--- src/rtl/estufa_sequenciador.sv ---
`default_nettype none
// ============================================================================
// Module      : estufa_sequenciador
// Description : Sequential actuation stage for the greenhouse controller.
//               It filters heater/cooler requests and enforces a minimum
//               on-time and a dead-time between the opposing actuators.
//               It also latches faults until the operator acknowledges them.
// Revision    : 1.0 - initial release
// ============================================================================
module estufa_sequenciador #(
    parameter int FILT      = 3,
    parameter int MIN_ON    = 8,
    parameter int DEAD_TIME = 4,
    parameter int CNT_W     = 8
) (
    input  logic             clk_2,
    input  logic             rst_n,
    input  logic             heat_req,
    input  logic             cool_req,
    input  logic             fault_in,
    input  logic             fault_ack,
    output logic             heater_on,
    output logic             cooler_on,
    output logic             alarm,
    output logic [2:0]       state_o,
    output logic [CNT_W-1:0] cnt_o
);

    // Stability counter only has to reach FILT-1.
    localparam int STAB_W = (FILT > 1) ? $clog2(FILT) : 1;

    localparam logic [STAB_W-1:0] C_STAB_MAX  = STAB_W'(FILT - 1);
    localparam logic [CNT_W-1:0]  C_CNT_MAX   = {CNT_W{1'b1}};
    localparam logic [CNT_W-1:0]  C_MIN_ON_M1 = CNT_W'(MIN_ON - 1);
    localparam logic [CNT_W-1:0]  C_DEAD_M1   = CNT_W'(DEAD_TIME - 1);

    typedef enum logic [2:0] {
        ST_IDLE  = 3'd0,
        ST_HEAT  = 3'd1,
        ST_COOL  = 3'd2,
        ST_DEAD  = 3'd3,
        ST_FAULT = 3'd4
    } state_t;

    // Bit 0 is heat and bit 1 is cool, for the raw, sampled and filtered vectors.
    logic [1:0]        w_raw;
    logic [1:0]        r_sample;
    logic [STAB_W-1:0] r_stab;
    logic [1:0]        r_filt;

    state_t            r_state;
    state_t            w_state_nxt;
    logic [CNT_W-1:0]  r_cnt;
    logic [CNT_W-1:0]  w_cnt_nxt;
    logic [CNT_W-1:0]  w_cnt_inc;

    logic              w_err;
    logic              w_fh;
    logic              w_fc;
    logic              w_run_done;

    assign w_raw      = {cool_req, heat_req};
    assign w_fh       = r_filt[0];
    assign w_fc       = r_filt[1];
    // A simultaneous heat+cool request is contradictory and is treated like
    // a sensor fault, without filtering, so it takes effect on the next edge.
    assign w_err      = fault_in | (heat_req & cool_req);
    assign w_run_done = (r_cnt >= C_MIN_ON_M1);
    assign w_cnt_inc  = (r_cnt == C_CNT_MAX) ? r_cnt : r_cnt + 1'b1;

    // Request filter: accept a new request vector only after it has been
    // stable long enough.
    always_ff @(posedge clk_2 or negedge rst_n) begin
        if (!rst_n) begin
            r_sample <= 2'b00;
            r_stab   <= '0;
            r_filt   <= 2'b00;
        end else begin
            r_sample <= w_raw;
            if (w_raw != r_sample) begin
                r_stab <= '0;
            end else if (r_stab != C_STAB_MAX) begin
                r_stab <= r_stab + 1'b1;
            end else begin
                r_filt <= r_sample;
            end
        end
    end

    // State and run/dead counter registers.
    always_ff @(posedge clk_2 or negedge rst_n) begin
        if (!rst_n) begin
            r_state <= ST_IDLE;
            r_cnt   <= '0;
        end else begin
            r_state <= w_state_nxt;
            r_cnt   <= w_cnt_nxt;
        end
    end

    // Next-state and counter logic. An error overrides every state.
    always_comb begin
        w_state_nxt = r_state;
        w_cnt_nxt   = r_cnt;
        if (w_err) begin
            w_state_nxt = ST_FAULT;
            w_cnt_nxt   = '0;
        end else begin
            case (r_state)
                ST_IDLE: begin
                    w_cnt_nxt = '0;
                    if (w_fh) begin
                        w_state_nxt = ST_HEAT;
                    end else if (w_fc) begin
                        w_state_nxt = ST_COOL;
                    end
                end
                ST_HEAT: begin
                    if ((!w_fh || w_fc) && w_run_done) begin
                        w_state_nxt = ST_DEAD;
                        w_cnt_nxt   = '0;
                    end else begin
                        w_cnt_nxt = w_cnt_inc;
                    end
                end
                ST_COOL: begin
                    if ((!w_fc || w_fh) && w_run_done) begin
                        w_state_nxt = ST_DEAD;
                        w_cnt_nxt   = '0;
                    end else begin
                        w_cnt_nxt = w_cnt_inc;
                    end
                end
                ST_DEAD: begin
                    if (r_cnt == C_DEAD_M1) begin
                        w_state_nxt = ST_IDLE;
                        w_cnt_nxt   = '0;
                    end else begin
                        w_cnt_nxt = w_cnt_inc;
                    end
                end
                ST_FAULT: begin
                    // The acknowledge level matters only here, so an
                    // acknowledge held before the fault cannot pre-clear it.
                    w_cnt_nxt = '0;
                    if (fault_ack) begin
                        w_state_nxt = ST_DEAD;
                    end
                end
                default: begin
                    w_state_nxt = ST_IDLE;
                    w_cnt_nxt   = '0;
                end
            endcase
        end
    end

    // Moore outputs: the enables decode from mutually exclusive states, so
    // the heater and cooler can never be on together.
    assign heater_on = (r_state == ST_HEAT);
    assign cooler_on = (r_state == ST_COOL);
    assign alarm     = (r_state == ST_FAULT);
    assign state_o   = r_state;
    assign cnt_o     = r_cnt;

endmodule
`default_nettype wire

--- config.mk ---
export PLATFORM = sky130hd
export DESIGN_NAME = estufa_sequenciador
export DESIGN_NICKNAME = d
export VERILOG_FILES = /design/src/rtl/estufa_sequenciador.sv
export SDC_FILE = /design/constraint.sdc
export NUM_CORES = 1
export LEC_CHECK = 0
export CAP_MARGIN = 15
export CORE_UTILIZATION = 50
export DETAILED_ROUTE_END_ITERATION = 6
export GPL_ROUTABILITY_DRIVEN = 0
export MAX_ROUTING_LAYER = met4
export PLACE_DENSITY = 0.78
export SLEW_MARGIN = 15
export SYNTH_ARGS = -nofsm -noshare
export SYNTH_HDL_FRONTEND = slang
export SYNTH_SLANG_ARGS = --single-unit
export TNS_END_PERCENT = 100
--- constraint.sdc ---
create_clock -name clk_2 -period 2.16 [get_ports clk_2]
set_clock_uncertainty 0.05 [all_clocks]
set_input_delay 0.432 -clock clk_2 [delete_from_list [all_inputs] [get_ports clk_2]]
set_output_delay 0.432 -clock clk_2 [all_outputs]
set_load 0.02 [all_outputs]
After elaboration in Yosys (flattened, before gate mapping)
Cells that the tools add are included.
{ "totals": {"ff_bits": 17, "wordCells": 51, "input_bits": 6} }
{ "op_classes": {"addsub": 2, "n_reduce_logical": 10, "order_cmp": 1, "n_mux": 16, "n_bitwise": 4, "eq_ne": 13} }
{ "op_table": {"columns": ["operator", "n"], "rows": [
  ["$mux W8", 5],
  ["$pmux W8 S3", 1],
  ["$mux W3", 7],
  ["$pmux W3 S5", 1],
  ["$add A8 B1 Y8 const B", 1],
  ["$eq A8 B2 Y1 const B", 1],
  ["$eq A8 B8 Y1 const B", 1],
  ["$ge A8 B3 Y1 const B", 1],
  ["$eq A3 B2 Y1 const B", 2],
  ["$ne A3 B1 Y1 const B", 2],
  ["$reduce_and A5 Y1", 1],
  ["$mux W2", 2],
  ["$ne A4 B4 Y1 const B", 1],
  ["$eq A3 B1 Y1 const B", 1],
  ["$eq A3 B3 Y1 const B", 1],
  ["$logic_not A3 Y1", 1],
  ["$ne A3 B2 Y1 const B", 1],
  ["$ne A3 B3 Y1 const B", 1],
  ["$add A2 B1 Y2 const B", 1],
  ["$logic_and A1 B1 Y1", 2],
  ["$logic_not A1 Y1", 2],
  ["$logic_or A1 B1 Y1", 2],
  ["$ne A2 B2 Y1", 1],
  ["$ne A2 B2 Y1 const B", 1],
  ["other kinds (5)", 6]
]} }

Logic depth before layout (Yosys ltp)
{ "logic_depth": {"word_depth": 6, "ltp_mapped": 6, "mapped_depth_nobuf": 6} }

Worst setup path before layout
Ideal clock, no wire load.
{ "synth_timing": {"kind": "register -> register", "start": "reg r_cnt[3], in the netlist cnt_o[3]", "end": "reg r_state[1], in the netlist state_o[1]", "arrival_time_ps": 1943, "t_required_ps": 2016, "synth_period_minus_slack_ps": 2087, "stages_incl_launch_ff": 6, "path_slack_ps": 73, "setup_time_ps": 94, "path_cell_list": "dfrtp_1 or4_4 o21ai_4 o221ai_2 a2111o_1 a221oi_2"} }
{ "synth_between": {"elab_chain_cells": 4, "elab_cells_between_ends": 8, "classes_between": "order compare: 1; eq/ne: 4; reduce/logical: 3"} }
{ "synth_lines": {"columns": ["item", "line", "source"], "rows": [
  ["start: declaration", "53", "logic [CNT_W-1:0] r_cnt;"],
  ["start signal: assignment", "97", "r_cnt <= w_cnt_nxt;"],
  ["$ge A8 B3 Y1", "68", "assign w_run_done = (r_cnt >= C_MIN_ON_M1);"],
  ["$logic_and A1 B1 Y1 (on tied branches)", "127, 119", null],
  ["$ne A3 B1 Y1 (no source line)", null, null],
  ["$reduce_and A5 Y1 (no source line) *", null, null],
  ["end signal: assignment", "96", "r_state <= w_state_nxt;"],
  ["end: declaration", "51", "state_t r_state;"]
]} }
Mark *: on every way between the ends. The rest lies on a longest branch, timed or not.
A chain may end at the register's enable or synchronous reset.

Final worst setup path
{ "layout_timing": {"start": "reg r_state[1], in the netlist state_o[1]", "end": "out state_o[1]"} }
{ "layout_rtl": {"columns": ["item", "line", "source"], "rows": [
  ["end: declaration", "25", "output logic [2:0] state_o,"]
]} }
No word-level cell between the ends.

==> out/results.ini <==
[timing]
max_slew_margin_pct = 74.7
rsz0062_at_grt = no
hold_ws_ns = 0.403
min_period_ns = 2.06
drv_slew = 0
tightest_slew_ns = 0.377
fin_crit_sh_pct = 95.3
setup_viol = 0
max_freq_mhz = 486
hold_viol = 0
tns_ns = 0

[power]
p_switching_uw = 369
power.share.clock_pct = 16.9
power_frac_comb_pct = 41.1
power_density_nw_per_um2 = 746
peakVddDrop_uv = 549
power.leakage_uw = 0.000601
p_int_uw = 636
sw_frac_of_total_pct = 36.7
power_frac_seq_pct = 41.9

[route]
wl_per_cell_um = 14.0
vias_per_cell = 5.67
antenna_left = 0
vias = 913
wirelength_um = 2250
drt_iter0_markers = 14
drc = 0
dr.pass1.iters = 4

[finish]
fillers = 159
n_antenna_cell = 0
area_growth_syn_to_layout_pct = 32.2
layout-drive-gt1-share_pct = 18.4
final_cell_mix = dfrtp_1, clkdlybuf4s50_1, nor2_1, buf_4, nor3_1
final_common_cell = dfrtp_1
layout.nets = 145

[grt]
first_global_vias = 856
grt_pass1_wl_um = 3740
grt_usage_pct = 26.0
antenna_found_initial = 0
grt_start_max_net_pins = 18
overflow = 0

[floorplan]
die_x_um = 47.1
io_pins = 20
start_util_pct = 55.9
die_y_um = 47.1
num_rows = 15
die_area_um2 = 2220
coreArea_um2 = 1820

[synth]
synth_edf_count = 0
syn-num-nets = 112
synthCells = 104
synthFlopType = dfrtp_1
synth_area_per_cell_um2 = 9.79
synth-seq-cells = 17
synth.distinct_cells = 42
syn_area_um2 = 1020
synth_warnings = 0
synthArstFlopShare_pct = 100
yosysSeqAreaShare_pct = 41.8

[outcome]
outcome = completed

[worst_setup_path]
required_ns = 1.68
slowest_delay_ns = 0.60
slowest_stage = clkdlybuf4s50_1
worstPathCellList = buf_4 -> clkdlybuf4s50_1
cp_max_fo = 8
worst-setup-path-type = reg -> out
critPathArrivalTime_ns = 1.58
crit_family = buffers and inverters
startpoint_type = register
cp-end-kind = output port
worst-path-buf-inv = 2

[place]
io_buffers = 19
dp_hpwl_um = 1730

[clock_tree]
clockBufferDepth = 2
clk_latency_ns = 0.29
postCtsHoldBufs = 0
numCtsBuffers = 3
cts_tree = yes
clk_pin_slew_ns = 0.10
cts_root_buffer = clkbuf_4
cts_setup_buffers = 0
h-tree-depth = 1
clock-sinks = 17

[hold_path]
hp-class = in -> async

[job]
drv_cap = 0

final timing paths:
kind	startpoint	to	slack, ns	depth (start not counted)
hold / removal	rst_n	cnt_o[0]	0.40	2
setup / recovery	state_o[1]	state_o[1]	0.10	2
min in group clk_2	r_sample[1]	r_filt[1]	0.49	1
hold reg to reg	r_sample[1]	r_filt[1]	0.49	1
setup reg to reg	cnt_o[3]	state_o[1]	0.16	5
max in group asynchronous	rst_n	state_o[2]	1.47	2
metrics by stage:
stage	cells	util [%]	worst slack, ns	power [uW]	cell area (um^2)
global placement	157	72.4	0.134	831	1320
floorplan	104	-	0.0731	680	1020
finish	161	74.0	0.101	1000	1350
CTS	161	73.8	0.0643	1020	1340
global route	161	74.0	0.0122	1080	1350
detailed placement	157	72.4	0.103	845	1320
area by class of cell:
class                   instances  area [um^2]  area share (%)
repair buffers                 31          280            20.8
multi-input cells              80          567            42.1
inverters                       4         15.0            1.12
clock buffers                   3         22.5            1.67
well taps                      25         31.3            2.32
clock inverters                 1         5.00           0.372
flip-flops and latches         17          425            31.6
power by group through the flow:
| stage | registers, uW | clock network (uW) | logic, uW |
|---|---|---|---|
| after floorplan | 429 | 0 | 251 |
| after global placement | 422 | 0 | 409 |
| after detailed placement | 426 | 0 | 418 |
| after CTS | 419 | 182 | 418 |
| after global routing | 429 | 198 | 457 |
| final | 421 | 170 | 413 |
sequential cells by signal, indices dropped and copies added (netlist names):
name      count
r_stab        2
r_filt        2
cnt_o         8
r_sample      2
state_o       3
cell usage after synthesis, drive strengths merged (2+ instances only):
cell / count / area (um^2)
and3: 3 / 20.0
or4: 2 / 18.8
nand3: 3 / 15.0
nand4: 2 / 12.5
a32oi: 3 / 26.3
a21o: 2 / 15.0
xnor2: 3 / 26.3
nand3b: 2 / 15.0
nor3: 6 / 30.0
dfrtp: 17 / 425
mux2: 2 / 22.5
a21oi: 4 / 20.0
xor2: 4 / 35.0
inv: 4 / 15.0
nand2: 4 / 15.0
ha: 2 / 25.0
o21ai: 4 / 31.3
clkbuf: 3 / 11.3
nor2: 15 / 56.3
repair_timing:
| action | 4_1_cts | 5_1_grt |
|---|---|---|
| gates resized for setup | 2 | 1 |
| endpoints found under the hold margin | 0 | 0 |
| setup endpoints to repair | 2 | 1 |
metal layers:
metal  part of all wire, %  wire length (um)  global-route usage [%]
met5                     0                 0                       -
met3                   2.8                62                    3.46
met4                  0.53                12                    10.3
met2                    51              1150                    40.6
met1                    46              1030                    34.1
cell families after synthesis:
logic type	count (synthesis)	share of synthesized area (%)
compound gates	22	17.7
fa+ha+maj	2	2.46
buf+inv	7	2.58
flops	17	41.8
xor+xnor	7	6.02
simple gates	46	26.3
mux	3	3.19
worst register-to-register path, cell delays in order (launching register included):
cell and delay (ns):
dfrtp_1 0.39, or4_4 0.56, o21ai_4 0.16, o221ai_2 0.14
a2111o_1 0.41, a221oi_2 0.21
No activity file was read; power rests on OpenSTA's default activity.
